<file path="src/rtl/fp32_normalize_round.sv">
// fp32_normalize_round
//   Two-stage normalize-and-round back end for a binary32 adder.
//   S1 registers the raw adder result together with the leading-zero count
//   of the magnitude. S2 registers the normalized, round-to-nearest-even
//   result and its exception flags.
//
// Ports
//   clk, rst        : rising-edge clock, asynchronous active-high reset
//   in_valid/ready  : upstream handshake
//   in_sign         : result sign
//   in_exp          : biased exponent, valid when the leading one is at in_mant[30]
//   in_mant         : unnormalized magnitude (bit 31 carry-out, bits 6:0 extra precision)
//   in_special      : bypass select, in_special_val is passed through unchanged
//   in_special_val  : NaN/Inf/exact encoding from upstream
//   out_valid/ready : downstream handshake
//   out_result      : binary32 result
//   out_overflow, out_underflow, out_inexact : exception flags, valid with out_valid
//
// Handshake: a transfer happens on a rising edge where valid && ready are
// both high. A producer holds valid and its data stable until that edge;
// ready may depend combinationally on the downstream ready.
module fp32_normalize_round (
    input  logic        clk,
    input  logic        rst,
    input  logic        in_valid,
    output logic        in_ready,
    input  logic        in_sign,
    input  logic [7:0]  in_exp,
    input  logic [31:0] in_mant,
    input  logic        in_special,
    input  logic [31:0] in_special_val,
    output logic        out_valid,
    input  logic        out_ready,
    output logic [31:0] out_result,
    output logic        out_overflow,
    output logic        out_underflow,
    output logic        out_inexact
);

    // Leading-zero count; an all-zero magnitude reports 31.
    function automatic logic [4:0] f_clz(input logic [31:0] m);
        logic [4:0] lz;
        lz = 5'd31;
        for (int i = 0; i < 32; i++) begin
            if (m[i]) lz = 5'(31 - i);
        end
        return lz;
    endfunction

    // Stage 1 registers
    logic        r_s1_valid;
    logic        r_s1_sign;
    logic [7:0]  r_s1_exp;
    logic [31:0] r_s1_mant;
    logic [4:0]  r_s1_lz;
    logic        r_s1_special;
    logic [31:0] r_s1_special_val;

    // Stage 2 registers
    logic        r_s2_valid;
    logic [31:0] r_s2_result;
    logic        r_s2_overflow;
    logic        r_s2_underflow;
    logic        r_s2_inexact;

    logic        w_s2_free;
    logic [4:0]  w_in_lz;
    logic [4:0]  w_shamt;
    logic [30:0] w_norm;
    logic        w_drop;
    logic signed [9:0] w_exp_norm;
    logic        w_guard;
    logic        w_sticky;
    logic        w_round_up;
    logic [22:0] w_frac_rnd;
    logic        w_carry;
    logic signed [9:0] w_exp_final;
    logic [31:0] w_result;
    logic        w_overflow;
    logic        w_underflow;
    logic        w_inexact;

    assign w_s2_free = !r_s2_valid || out_ready;
    assign in_ready  = !r_s1_valid || w_s2_free;
    assign w_in_lz   = f_clz(in_mant);
    assign w_shamt   = r_s1_lz - 5'd1;

    // Normalize so the leading one sits at bit 30. When lz >= 1, bit 31 is
    // zero, so the left shift can work on the low 31 bits without loss.
    always_comb begin
        w_norm     = '0;
        w_drop     = 1'b0;
        w_exp_norm = '0;
        if (r_s1_lz == 5'd0) begin
            w_norm     = r_s1_mant[31:1];
            w_drop     = r_s1_mant[0];
            w_exp_norm = $signed({2'b00, r_s1_exp}) + 10'sd1;
        end else begin
            w_norm     = r_s1_mant[30:0] << w_shamt;
            w_exp_norm = $signed({2'b00, r_s1_exp}) - $signed({5'b00000, w_shamt});
        end
    end

    assign w_guard    = w_norm[6];
    assign w_sticky   = (|w_norm[5:0]) | w_drop;
    assign w_round_up = w_guard & (w_sticky | w_norm[7]);
    // The hidden bit is always 1 here, so a carry out of the fraction means
    // the significand reached 2^24: fraction wraps to 0, exponent bumps.
    assign w_frac_rnd = w_norm[29:7] + {22'd0, w_round_up};
    assign w_carry    = (&w_norm[29:7]) & w_round_up;
    assign w_exp_final = w_exp_norm + $signed({9'd0, w_carry});

    always_comb begin
        w_result    = '0;
        w_overflow  = 1'b0;
        w_underflow = 1'b0;
        w_inexact   = 1'b0;
        if (r_s1_special) begin
            w_result = r_s1_special_val;
        end else if (!w_norm[30]) begin
            // Leading one missing after normalization: magnitude was zero.
            w_result = 32'h0000_0000;
        end else if (w_exp_final >= 10'sd255) begin
            w_result   = {r_s1_sign, 8'hFF, 23'd0};
            w_overflow = 1'b1;
            w_inexact  = 1'b1;
        end else if (w_exp_final <= 10'sd0) begin
            w_result    = {r_s1_sign, 31'd0};
            w_underflow = 1'b1;
            w_inexact   = 1'b1;
        end else begin
            w_result  = {r_s1_sign, w_exp_final[7:0], w_frac_rnd};
            w_inexact = w_guard | w_sticky;
        end
    end

    always_ff @(posedge clk or posedge rst) begin
        if (rst) begin
            r_s1_valid       <= 1'b0;
            r_s1_sign        <= 1'b0;
            r_s1_exp         <= '0;
            r_s1_mant        <= '0;
            r_s1_lz          <= '0;
            r_s1_special     <= 1'b0;
            r_s1_special_val <= '0;
            r_s2_valid       <= 1'b0;
            r_s2_result      <= '0;
            r_s2_overflow    <= 1'b0;
            r_s2_underflow   <= 1'b0;
            r_s2_inexact     <= 1'b0;
        end else begin
            if (in_ready) begin
                r_s1_valid <= in_valid;
                if (in_valid) begin
                    r_s1_sign        <= in_sign;
                    r_s1_exp         <= in_exp;
                    r_s1_mant        <= in_mant;
                    r_s1_lz          <= w_in_lz;
                    r_s1_special     <= in_special;
                    r_s1_special_val <= in_special_val;
                end
            end
            if (w_s2_free) begin
                r_s2_valid <= r_s1_valid;
                if (r_s1_valid) begin
                    r_s2_result    <= w_result;
                    r_s2_overflow  <= w_overflow;
                    r_s2_underflow <= w_underflow;
                    r_s2_inexact   <= w_inexact;
                end
            end
        end
    end

    assign out_valid     = r_s2_valid;
    assign out_result    = r_s2_result;
    assign out_overflow  = r_s2_overflow;
    assign out_underflow = r_s2_underflow;
    assign out_inexact   = r_s2_inexact;

endmodule

</file>
<file path="config.mk">
export PLATFORM = sky130hd
export DESIGN_NAME = fp32_normalize_round
export DESIGN_NICKNAME = d
export VERILOG_FILES = /design/src/rtl/fp32_normalize_round.sv
export SDC_FILE = /design/constraint.sdc
export NUM_CORES = 1
export LEC_CHECK = 0
export BUFFER_PORTS_ARGS = -buffer_cell sky130_fd_sc_hd__buf_2
export CORE_MARGIN = 5
export CORE_UTILIZATION = 51
export CTS_BUF_LIST = sky130_fd_sc_hd__clkbuf_8 sky130_fd_sc_hd__clkbuf_16
export DETAILED_ROUTE_END_ITERATION = 10
export GPL_ROUTABILITY_DRIVEN = 0
export GPL_TIMING_DRIVEN = 0
export PLACE_DENSITY = 0.72
export SYNTH_ARGS = -nofsm -noshare
export SYNTH_HDL_FRONTEND = slang
export SYNTH_SLANG_ARGS = --single-unit
</file>
<file path="constraint.sdc">
create_clock -name clk -period 9.46 [get_ports clk]
set_clock_uncertainty 0.1 [all_clocks]
set_input_delay 1.419 -clock clk [delete_from_list [all_inputs] [get_ports clk]]
set_output_delay 1.419 -clock clk [all_outputs]
set_load 0.01 [all_outputs]
</file>
==> impl_metrics.yaml <==
run_status:
  outcome: "complete, no violations"
synthesis:
  synthCells: 851
  muxShareOfSynthArea_pct: 20.49
  synth.avg_cell_area_um2: 9.804
  yosys_warnings: 0
  synthFlopType: "dfrtp_1"
  synth_cell_types: 83
  synth_seq_cells: 116
  ys_seq_area_share_pct: 34.79
  synth_compound_gate_area_share_pct: 17.98
  synth_fp_nets: 941
  yosys.area_share.xor_xnor_pct: 3.884
  synth_edf_count: 0
  synthAdderAreaFrac_pct: 1.890
  netlist_area_mm2: 0.008343
  synthArstFlopShare_pct: 100.0
  synthSimpleGateAreaFrac_pct: 17.20
  synth_top_family_by_area: "multiplexers"
pwr:
  power.density_mw_per_mm2: 233.2
  p_int_w: 0.001410
  max-vdd-ir-drop_mv: 0.1447
  clkPwrFrac_pct: 28.0
  p_switching_w: 0.0008751
  switching_share_pct: 38.29
  share_seq_of_total_power_pct: 29.4
  power_leakage_nw: 4.097
  combPwrFrac_pct: 42.6
worst_setup_path:
  cpPeakStageDelay_ns: 0.71
  critPathRequiredTime_ns: 9.66
  crit_type: "flip-flop to flip-flop"
  worst_path_dominant_cell_family: "simple AND/OR/NAND/NOR gates"
  crit_path_top_delay_cell: "nor4_1"
  crit_path_max_fanout: 10
  cp_data_arrival_time_ns: 7.27
  crit_buf_inv: 8
  worstSetupStartpointType: "flip-flop"
  cp-end-kind: "flip-flop"
detailed_routing:
  vias: 7688
  vias_per_cell: 6.338
  post_drt_wl_per_cell_um: 20.33
  drtIter0Drc: 874
  drc: 0
  first_pass_iters: 6
  ant_nets: 0
  finalWirelength_um: 24660
cells_and_area:
  area_growth_pct: 17.47
  layout_common_cells: "buf_2, dfrtp_1, nor2_1"
  final_common_cell: "buf_2"
  n_antenna_cell: 0
  fin_nets: 1075
  drive_gt1_share_pct: 30.69
  postLayoutCoreUtil_pct: 61.47
sta:
  slew_violations: 0
  max_freq_mhz: 141.4
  slew-limit-headroom_pct: 36.26
  worst_pin_slew_ns: 0.9538
  rsz0062_at_grt: "false"
  finalCritPeriodShare_pct: 74.74
  hold_viol: 0
  tns_ns: 0
  setup_viol: 0
  min_period_ns: 7.070
  whs_ns: 0.3783
clock_tree:
  cts-root-buf: "clkbuf_16"
  cts_sinks: 116
  clk_pin_slew_ns: 0.05
  ctsResizeCount: 0
  cts_tree: "yes"
  cts_setup_buffers: 0
  hold_buffers: 0
  numCtsBuffers: 17
  clk_path_buf_depth: 2
  ctsHtreeMaxLevel: 4
  clk_latency_ns: 0.42
die:
  start_util_pct: 52.33
  die_height_um: 137.9
  die_x_um: 137.9
  dieArea_mm2: 0.01902
  rows: 46
  ios: 115
  coreArea_mm2: 0.01594
place:
  port_buffers: 114
  hpwlAfterDp_um: 18790
global_route:
  antenna_found_initial: 0
  track_usage_pct: 26.72
  grt_pass1_wl_um: 39130
  grt_remaining_overflow: 0
  grt_pass1_vias: 7440
  grt_max_degree: 79
worst_hold_path:
  worst_hold_path_type: "flip-flop to flip-flop"
job:
  maxCapViolations: 0
-- metrics by stage --
step | worst slack (ns) | area [um2] | total power (W) | instances
after floorplan | 3.622 | 8343 | 0.001343 | 851
after global placement | 2.516 | 9184 | 0.001609 | 1181
after detailed placement | 2.455 | 9216 | 0.001625 | 1182
after CTS | 2.432 | 9801 | 0.002268 | 1213
after global routing | 1.839 | 9801 | 0.002405 | 1213
final | 2.390 | 9801 | 0.002285 | 1213
-- per-layer routing --
layer / track usage (%) / wire length (um) / vias to the layer above
met4: 11.69 / 972 / 0
met5: 0 / 0 / -
li1: - / - / 3465
met3: 6.785 / 2435 / 116
met2: 41.73 / 11080 / 448
met1: 35.32 / 10180 / 3659
-- power groups by stage --
stage          clock [W]  combinational (W)  sequential (W)
2_1_floorplan          0           0.000674        0.000669
5_1_grt         0.000669            0.00106        0.000680
3_5_place_dp           0           0.000950        0.000675
6_report        0.000640           0.000974        0.000672
4_1_cts         0.000645           0.000955        0.000668
3_3_place_gp           0           0.000937        0.000672
-- path summary, 6_finish.rpt --
kind,startpoint,to,slack (ns),cells after the start
worst max-delay path,r_s1_lz[0],out_result[8],2.39,28
min in group asynchronous,rst,out_result[23],0.89,2
worst min register to register,out_overflow,out_overflow,0.38,2
worst min-delay path,out_overflow,out_overflow,0.38,2
worst max register to register,r_s1_lz[0],out_result[8],2.39,28
max in group asynchronous,rst,r_s1_mant[22],7.67,3
-- state kept, by name, summed over array words and instances, names as in the netlist --
name,cells
out_inexact,1
out_overflow,1
out_result,32
out_underflow,1
out_valid,1
r_s1_exp,8
r_s1_lz,5
r_s1_mant,32
r_s1_sign,1
r_s1_special,1
r_s1_special_val,32
r_s1_valid,1
-- synth_stat cells, drive strengths merged (8+ instances only) --
cell	count	area share, %
a211oi	13	1.4
a21oi	55	3.4
a221oi	21	3.0
a31oi	11	0.82
and2	14	1.0
and3	9	0.67
buf	28	1.9
clkbuf	24	1.1
dfrtp	116	35
ha	11	1.6
inv	18	0.81
mux2	82	11
mux2i	11	1.3
mux4	30	8.1
nand2	63	3.0
nand2b	8	0.60
nand3	23	1.4
nor2	98	4.4
nor3	17	1.1
nor4	12	0.90
o21ai	44	2.8
o22ai	9	0.67
xnor2	15	1.7
xor2	19	2.2
-- final cells by class --
| type | count | area (um2) |
|---|---|---|
| sequential | 116 | 2903 |
| tap | 216 | 270.3 |
| buffer | 52 | 246.5 |
| inverter | 18 | 72.57 |
| fill | 1397 | 6142 |
| timing repair buffer | 115 | 598.1 |
| clock buffer | 18 | 439.2 |
| multi-input combinational | 665 | 5126 |
| clock inverter | 13 | 145.1 |
-- kinds of logic after synthesis --
kind of cell	after synthesis
multiplexers	123
adder cells (fa/ha/maj)	12
AO/OA/AOI/OAI	210
AND/OR/NAND/NOR	286
XOR/XNOR	34
buffers and inverters	70
flip-flops	116
-- worst reg2reg max path: cells and delay by family (launching register included) --
family / cells / cell delay (ns)
simple gates: 9 / 2.58
mux: 2 / 0.43
flops: 1 / 0.31
compound gates: 6 / 0.97
buf+inv: 8 / 1.81
fa+ha+maj: 3 / 0.78
(Power assumes the default switching activity.)
